### config.mk
export PLATFORM = sky130hd
export DESIGN_NAME = seg_scan_ctrl
export DESIGN_NICKNAME = d
export VERILOG_FILES = /design/src/rtl/seg_scan_ctrl.sv
export SDC_FILE = /design/constraint.sdc
export NUM_CORES = 1
export LEC_CHECK = 0
export ABC_AREA = 1
export CAP_MARGIN = 25
export CORE_ASPECT_RATIO = 1.5
export CORE_MARGIN = 2
export CORE_UTILIZATION = 35
export CTS_BUF_LIST = sky130_fd_sc_hd__clkbuf_16
export DETAILED_ROUTE_END_ITERATION = 6
export DONT_BUFFER_PORTS = 1
export GPL_ROUTABILITY_DRIVEN = 0
export PLACE_DENSITY = 0.56
export SYNTH_ARGS = -nofsm -noshare
export SYNTH_HDL_FRONTEND = slang
export SYNTH_SLANG_ARGS = --single-unit
export TNS_END_PERCENT = 20
### constraint.sdc
create_clock -name clk -period 1.6 [get_ports clk]
set_input_delay 0.08 -clock clk [delete_from_list [all_inputs] [get_ports clk]]
set_output_delay 0.08 -clock clk [all_outputs]
set_load 0.02 [all_outputs]
### src/rtl/seg_scan_ctrl.sv
// seg_scan_ctrl: time-multiplexed scan controller for a 4-digit common-anode
// seven-segment display. A DRIVE/BLANK scan FSM runs from clock-enable counting
// on the master clock. Display contents are double-buffered (pending -> active)
// and committed only at frame boundaries, so updates never tear. All pin outputs
// are registered and lag the FSM state by one cycle.
module seg_scan_ctrl #(
  parameter int SCAN_DIV     = 100000,
  parameter int BLANK_CYCLES = 1000,
  parameter int BLINK_FRAMES = 100
) (
  input  logic        clk,
  input  logic        rst,
  input  logic [15:0] value,
  input  logic [3:0]  dp_in,
  input  logic [3:0]  digit_en,
  input  logic [3:0]  blink_mask,
  input  logic        load,
  output logic [3:0]  an,
  output logic [6:0]  seg,
  output logic        dp,
  output logic        frame_start
);

  // One shared counter serves both DRIVE and BLANK, so size it for the longer one.
  localparam int CNT_MAX = (SCAN_DIV > BLANK_CYCLES) ? SCAN_DIV : BLANK_CYCLES;
  localparam int CNT_W   = (CNT_MAX > 1) ? $clog2(CNT_MAX) : 1;
  localparam int BLK_W   = (BLINK_FRAMES > 1) ? $clog2(BLINK_FRAMES) : 1;

  localparam logic [CNT_W-1:0] SCAN_LAST  = CNT_W'(SCAN_DIV - 1);
  localparam logic [CNT_W-1:0] BLANK_LAST = CNT_W'(BLANK_CYCLES - 1);
  localparam logic [BLK_W-1:0] BLINK_LAST = BLK_W'(BLINK_FRAMES - 1);

  typedef enum logic {
    ST_DRIVE = 1'b0,
    ST_BLANK = 1'b1
  } state_t;

  // Scan FSM state
  state_t            state_q, state_d;
  logic [1:0]        idx_q, idx_d;
  logic [CNT_W-1:0]  scan_cnt_q, scan_cnt_d;
  logic              commit;

  // Blink state
  logic [BLK_W-1:0]  blink_cnt_q, blink_cnt_d;
  logic              blink_phase_q, blink_phase_d;

  // Pending (written by load) and active (shown on the pins) buffers
  logic [15:0]       pend_value_q, pend_value_d;
  logic [3:0]        pend_dp_q, pend_dp_d;
  logic [3:0]        pend_en_q, pend_en_d;
  logic [3:0]        pend_mask_q, pend_mask_d;
  logic [15:0]       act_value_q, act_value_d;
  logic [3:0]        act_dp_q, act_dp_d;
  logic [3:0]        act_en_q, act_en_d;
  logic [3:0]        act_mask_q, act_mask_d;

  // Registered pin outputs
  logic [3:0]        an_q, an_d;
  logic [6:0]        seg_q, seg_d;
  logic              dp_q, dp_d;
  logic              frame_start_q, frame_start_d;

  // Per-digit helpers derived from the active buffer
  logic [3:0]        digit_visible;
  logic [3:0]        nibble [4];
  logic              lit;

  // Hex digit to active-low {g,f,e,d,c,b,a} segment pattern.
  function automatic logic [6:0] hex_to_seg(input logic [3:0] h);
    logic [6:0] s;
    case (h)
      4'h0:    s = 7'h40;
      4'h1:    s = 7'h79;
      4'h2:    s = 7'h24;
      4'h3:    s = 7'h30;
      4'h4:    s = 7'h19;
      4'h5:    s = 7'h12;
      4'h6:    s = 7'h02;
      4'h7:    s = 7'h78;
      4'h8:    s = 7'h00;
      4'h9:    s = 7'h10;
      4'hA:    s = 7'h08;
      4'hB:    s = 7'h03;
      4'hC:    s = 7'h46;
      4'hD:    s = 7'h21;
      4'hE:    s = 7'h06;
      default: s = 7'h0E;
    endcase
    return s;
  endfunction

  // A digit is visible when enabled and not suppressed by the blink off-phase.
  genvar gi;
  generate
    for (gi = 0; gi < 4; gi++) begin : g_digit
      assign digit_visible[gi] = act_en_q[gi] & ~(act_mask_q[gi] & blink_phase_q);
      assign nibble[gi]        = act_value_q[4*gi +: 4];
    end
  endgenerate

  // Scan FSM next state: DRIVE for SCAN_DIV cycles, BLANK for BLANK_CYCLES, then next digit.
  always_comb begin
    state_d    = state_q;
    idx_d      = idx_q;
    scan_cnt_d = scan_cnt_q + 1'b1;
    commit     = 1'b0;
    case (state_q)
      ST_DRIVE: begin
        if (scan_cnt_q == SCAN_LAST) begin
          state_d    = ST_BLANK;
          scan_cnt_d = '0;
        end
      end
      ST_BLANK: begin
        if (scan_cnt_q == BLANK_LAST) begin
          state_d    = ST_DRIVE;
          scan_cnt_d = '0;
          idx_d      = idx_q + 2'd1;
          commit     = (idx_q == 2'd3);
        end
      end
      default: begin
        state_d    = ST_DRIVE;
        scan_cnt_d = '0;
      end
    endcase
  end

  // Double buffer: load fills pending; the frame boundary copies to active, bypassing a same-cycle load.
  always_comb begin
    pend_value_d = pend_value_q;
    pend_dp_d    = pend_dp_q;
    pend_en_d    = pend_en_q;
    pend_mask_d  = pend_mask_q;
    act_value_d  = act_value_q;
    act_dp_d     = act_dp_q;
    act_en_d     = act_en_q;
    act_mask_d   = act_mask_q;
    if (load) begin
      pend_value_d = value;
      pend_dp_d    = dp_in;
      pend_en_d    = digit_en;
      pend_mask_d  = blink_mask;
    end
    if (commit) begin
      if (load) begin
        act_value_d = value;
        act_dp_d    = dp_in;
        act_en_d    = digit_en;
        act_mask_d  = blink_mask;
      end else begin
        act_value_d = pend_value_q;
        act_dp_d    = pend_dp_q;
        act_en_d    = pend_en_q;
        act_mask_d  = pend_mask_q;
      end
    end
  end

  // Blink: count frames at each commit; toggle the phase every BLINK_FRAMES frames.
  always_comb begin
    blink_cnt_d   = blink_cnt_q;
    blink_phase_d = blink_phase_q;
    if (commit) begin
      if (blink_cnt_q == BLINK_LAST) begin
        blink_cnt_d   = '0;
        blink_phase_d = ~blink_phase_q;
      end else begin
        blink_cnt_d = blink_cnt_q + 1'b1;
      end
    end
  end

  // Pin values for the current FSM cycle; registered below so pins lag by one cycle.
  always_comb begin
    lit           = (state_q == ST_DRIVE) && digit_visible[idx_q];
    an_d          = 4'hF;
    seg_d         = 7'h7F;
    dp_d          = 1'b1;
    frame_start_d = (state_q == ST_DRIVE) && (idx_q == 2'd0) && (scan_cnt_q == '0);
    if (lit) begin
      an_d  = ~(4'b0001 << idx_q);
      seg_d = hex_to_seg(nibble[idx_q]);
      dp_d  = ~act_dp_q[idx_q];
    end
  end

  // State registers with synchronous active-high reset.
  always_ff @(posedge clk) begin
    if (rst) begin
      state_q       <= ST_DRIVE;
      idx_q         <= 2'd0;
      scan_cnt_q    <= '0;
      blink_cnt_q   <= '0;
      blink_phase_q <= 1'b0;
      pend_value_q  <= '0;
      pend_dp_q     <= '0;
      pend_en_q     <= '0;
      pend_mask_q   <= '0;
      act_value_q   <= '0;
      act_dp_q      <= '0;
      act_en_q      <= '0;
      act_mask_q    <= '0;
      an_q          <= 4'hF;
      seg_q         <= 7'h7F;
      dp_q          <= 1'b1;
      frame_start_q <= 1'b0;
    end else begin
      state_q       <= state_d;
      idx_q         <= idx_d;
      scan_cnt_q    <= scan_cnt_d;
      blink_cnt_q   <= blink_cnt_d;
      blink_phase_q <= blink_phase_d;
      pend_value_q  <= pend_value_d;
      pend_dp_q     <= pend_dp_d;
      pend_en_q     <= pend_en_d;
      pend_mask_q   <= pend_mask_d;
      act_value_q   <= act_value_d;
      act_dp_q      <= act_dp_d;
      act_en_q      <= act_en_d;
      act_mask_q    <= act_mask_d;
      an_q          <= an_d;
      seg_q         <= seg_d;
      dp_q          <= dp_d;
      frame_start_q <= frame_start_d;
    end
  end

  assign an          = an_q;
  assign seg         = seg_q;
  assign dp          = dp_q;
  assign frame_start = frame_start_q;

endmodule

==> impl_metrics.csv <==
group,metric,value,unit
routing,drt_iter0_markers,113,
floorplan,die_height,139,microns
worst_setup_path,worst-path-max-fanout,9,
cts,cts-buffers-inserted,9,
global_routing,globalRouteTotalUtil,16.5,%
routing,firstDrtPassIters,4,
cts,cts.path.max_buffers,2,
routing,vias,3916,
synthesis,yosysSeqAreaShare,45.5,%
timing,final_hold_viol_count,0,
worst_setup_path,cp_data_arrival_time,1.84,ns
routing,drt_drc_violations_left,0,
floorplan,row_count,49,
finish,final.fill_count,1153,
synthesis,yosys_warnings,0,
placed_design,dp_worst_setup_slack,-0.0571,ns
worst_setup_path,critical_path_buf_inv_count,3,
worst_setup_path,worstPathCellList,"ha_4 -> nand2_4 -> inv_2 -> nand2_2 -> nor2_4 -> nand3_4 -> nor2_8 -> buf_12 -> clkbuf_16 -> nor2_1 -> nor2_1",
cts,htreeDepth,3,
timing,fin_worst_skew,0.00738,ns
finish,share_of_layout_cells_above_drive_strength_1,15.6,%
worst_setup_path,cpLargestDelayFamily,"simple AND/OR/NAND/NOR gates",
min_path,holdCritPathClass,"input pin to flip-flop",
finish,finish.net_count,711,
cts,clock_tree.root_cell,"sky130_fd_sc_hd__clkbuf_16",
worst_setup_path,setup.reg_to_reg.worst_slack,0.05,ns
min_path,holdCritStartpoint,"load",
global_routing,grt_start_max_net_pins,39,
timing,worst_slew_margin_rel,74.0,%
cts,clock_tree_from_tritoncts,"built",
routing,wirelength,10600,microns
run_status,run_status,"completed",
finish,antennaDiodeCount,0,
timing,setup-violations-final,0,
power,power_per_cell_area,855,nW/um^2
global_routing,grt.overflow.total,0,
routing,avgViaCountPerCell,4.75,
synthesis,syn-instance-count,570,
cts,later_pin_clock_latency_in_the_skew_report,0.35,ns
floorplan,floorplan.initialDensity,35.7,%
worst_setup_path,cp_data_required_time,1.89,ns
run,max_cap_viol_count,0,
finish,seqCellArea,1950,sq um
timing,grt_setup_unrepaired,"true",
synthesis,post-synth-top-area-cell,"sky130_fd_sc_hd__dfxtp_1",
global_routing,number_of_global_route_vias_before_repair,3854,
cts,cts.clk_slew.worst_paths,0.08,ns
routing,antenna_viol_nets_final,0,
floorplan,top_level_ports,44,
synthesis,post_synthesis_cell_area,4270,sq um
cts,cts.sink_count,97,
synthesis,ys.flop_type,"sky130_fd_sc_hd__dfxtp_1",
routing,wire_per_inst,12.8,microns
finish,multiInputGateArea,2180,sq um
worst_setup_path,startpoint_type,"flip-flop",
timing,final.setup.tns,0,ns
global_routing,antenna_found_initial,0,
worst_setup_path,worst_path_max_delay_cell,"sky130_fd_sc_hd__dfxtp_2",
power,power_leakage,0.00244,uW
placed_design,place.detailed.hpwl,6810,microns
synthesis,syn-mean-instance-area,7.49,sq um
synthesis,yosys.cell_types.count,29,
timing,worst_slack,0.0462,ns
synthesis,mappedNetlistNets,614,
synthesis,yosysTopAreaCellShare,45.5,%
timing,timing.final.crit_period,1.55,ns
global_routing,grt_pass1_wl,17300,microns
timing,achievable-frequency,0.644,GHz
power,worst_ir_drop_vdd,0.000729,V
worst_setup_path,timing.setup.critical_path_class,"flip-flop to flip-flop",
worst_setup_path,worstSetupStartpoint,"scan_cnt_q[0]",
floorplan,core-area,12000,sq um
worst_setup_path,critPathCaptureType,"flip-flop",
floorplan,die_width,94.2,microns
synthesis,yosys-top-cells-area,"sky130_fd_sc_hd__dfxtp_1 (45%), sky130_fd_sc_hd__nand2_1 (12%), sky130_fd_sc_hd__nor2_1 (12%)",
timing,final.period_utilization,97.1,%
synthesis,ys_async_sr_fraction,0,%
synthesis,synth-edff-count,0,
timing,timing.final.max_slew_violations,0,
timing,minimum_hold_slack,0.0127,ns
floorplan,floorplan.die_area,13100,sq um
finish,area_growth,36.0,%
worst_setup_path,cp_slowest_stage_delay,0.35,ns
placed_design,place.port_buffers,0,
worst_setup_path,reg_to_reg_start,"scan_cnt_q[0]",
synthesis,synth-seq-cells,97,
worst_setup_path,crit_path_frequent_cell,"sky130_fd_sc_hd__nor2_1",
timing,worst_slew_pin_slew,0.391,ns
logic make-up (layout without fill, tap and decap cells):
family	Yosys count	count (layout)	share of synthesized area, %
AOI/OAI and AO/OA	34	34	4.28
muxes	28	28	6.56
DFF	97	97	45.5
adders and majority gates	13	13	3.81
and+or+nand+nor	335	335	32.6
xor gates and xnor gates	7	7	1.44
buffers and inverters	56	158	5.86
flip-flops by register name, indices dropped and copies added, names as in the netlist:
| signal | cells |
|---|---|
| pend_dp_q | 4 |
| scan_cnt_q | 17 |
| pend_mask_q | 4 |
| blink_cnt_q | 7 |
| act_value_q | 16 |
| idx_q | 2 |
| seg | 7 |
| state_q | 1 |
| act_dp_q | 4 |
| an | 4 |
| dp | 1 |
| act_mask_q | 4 |
| act_en_q | 4 |
| blink_phase_q | 1 |
| frame_start | 1 |
| pend_value_q | 16 |
| pend_en_q | 4 |
path summary, 6_finish.rpt:
| kind | end | cells after the start |
|---|---|---|
| worst max-delay path | act_value_q[14] | 11 |
| worst min-delay path | act_mask_q[2] | 4 |
| worst max register to register | act_value_q[14] | 11 |
| worst min register to register | act_dp_q[3] | 2 |
synthesized netlist by cell type, types with 2 or more instances:
cell type	n
sky130_fd_sc_hd__buf_2	8
sky130_fd_sc_hd__nand2_1	141
sky130_fd_sc_hd__nor3_1	7
sky130_fd_sc_hd__a21oi_1	16
sky130_fd_sc_hd__buf_4	4
sky130_fd_sc_hd__mux2i_1	28
sky130_fd_sc_hd__o21ai_0	13
sky130_fd_sc_hd__xor2_1	6
sky130_fd_sc_hd__ha_1	13
sky130_fd_sc_hd__o211ai_1	4
sky130_fd_sc_hd__nand4_1	7
sky130_fd_sc_hd__nor2_1	132
sky130_fd_sc_hd__inv_2	3
sky130_fd_sc_hd__nand3_1	41
sky130_fd_sc_hd__buf_6	2
sky130_fd_sc_hd__inv_1	31
sky130_fd_sc_hd__dfxtp_1	97
sky130_fd_sc_hd__buf_1	5
sky130_fd_sc_hd__clkbuf_1	2
routing by layer:
layer	global-route usage [%]	share of wire, %
met2	28.8	52
met3	3.30	3.5
met1	18.7	42
met4	8.16	3.0
met5	0	0
cells in the final DEF, fill, tap and decap left out, types with 3 or more instances in the layout:
master	count
sky130_fd_sc_hd__buf_12	5
sky130_fd_sc_hd__o21ai_1	3
sky130_fd_sc_hd__mux2i_1	28
sky130_fd_sc_hd__nor2_1	125
sky130_fd_sc_hd__a21oi_1	16
sky130_fd_sc_hd__nor2_2	6
sky130_fd_sc_hd__nand4_1	7
sky130_fd_sc_hd__clkbuf_16	10
sky130_fd_sc_hd__buf_4	39
sky130_fd_sc_hd__nor3_1	7
sky130_fd_sc_hd__nand2_2	9
sky130_fd_sc_hd__dfxtp_2	3
sky130_fd_sc_hd__o211ai_1	4
sky130_fd_sc_hd__nand3_1	40
sky130_fd_sc_hd__dlygate4sd3_1	57
sky130_fd_sc_hd__dfxtp_1	92
sky130_fd_sc_hd__xor2_1	6
sky130_fd_sc_hd__o21ai_0	10
sky130_fd_sc_hd__inv_1	28
sky130_fd_sc_hd__inv_2	4
sky130_fd_sc_hd__ha_1	9
sky130_fd_sc_hd__nand2_1	131
final cells by class:
type | instances | share of cell area [%]
clock buffer | 9 | 3.88
clock inverter | 7 | 1.25
timing repair inverter | 1 | 0.0862
tap | 153 | 3.30
inverter | 35 | 2.41
multi-input combinational | 417 | 37.5
timing repair buffer | 106 | 18.0
sequential | 97 | 33.6
through the flow:
step	cells	power [uW]	instance area (sq um)	utilization [%]
final	825	4970	5810	48.6
after global routing	825	5160	5810	48.6
after CTS	818	5010	5650	47.3
after detailed placement	740	2700	4670	39.1
after global placement	740	2690	4670	39.1
after floorplan	570	2680	4280	-
worst register-to-register path, cell delays in order, from the launching register on:
cell and delay, ns:
sky130_fd_sc_hd__dfxtp_2 0.35, sky130_fd_sc_hd__ha_4 0.15, sky130_fd_sc_hd__nand2_4 0.06, sky130_fd_sc_hd__inv_2 0.06, sky130_fd_sc_hd__nand2_2 0.05, sky130_fd_sc_hd__nor2_4 0.12, sky130_fd_sc_hd__nand3_4 0.10, sky130_fd_sc_hd__nor2_8 0.18
sky130_fd_sc_hd__buf_12 0.14, sky130_fd_sc_hd__clkbuf_16 0.15, sky130_fd_sc_hd__nor2_1 0.04, sky130_fd_sc_hd__nor2_1 0.08
what timing repair did:
item	in CTS	in global routing
gates resized for setup	13	30
endpoints found under the setup margin	40	54
hold endpoints to repair	41	0
setup buffers	3	4
hold buffers	58	0
pin swaps	0	18
cloned	1	3
report_power, final:
part / switching [uW] / internal (uW)
registers: 22.3 / 2460
logic: 134 / 197
clock network: 1050 / 1100
(Power assumes the default switching activity.)
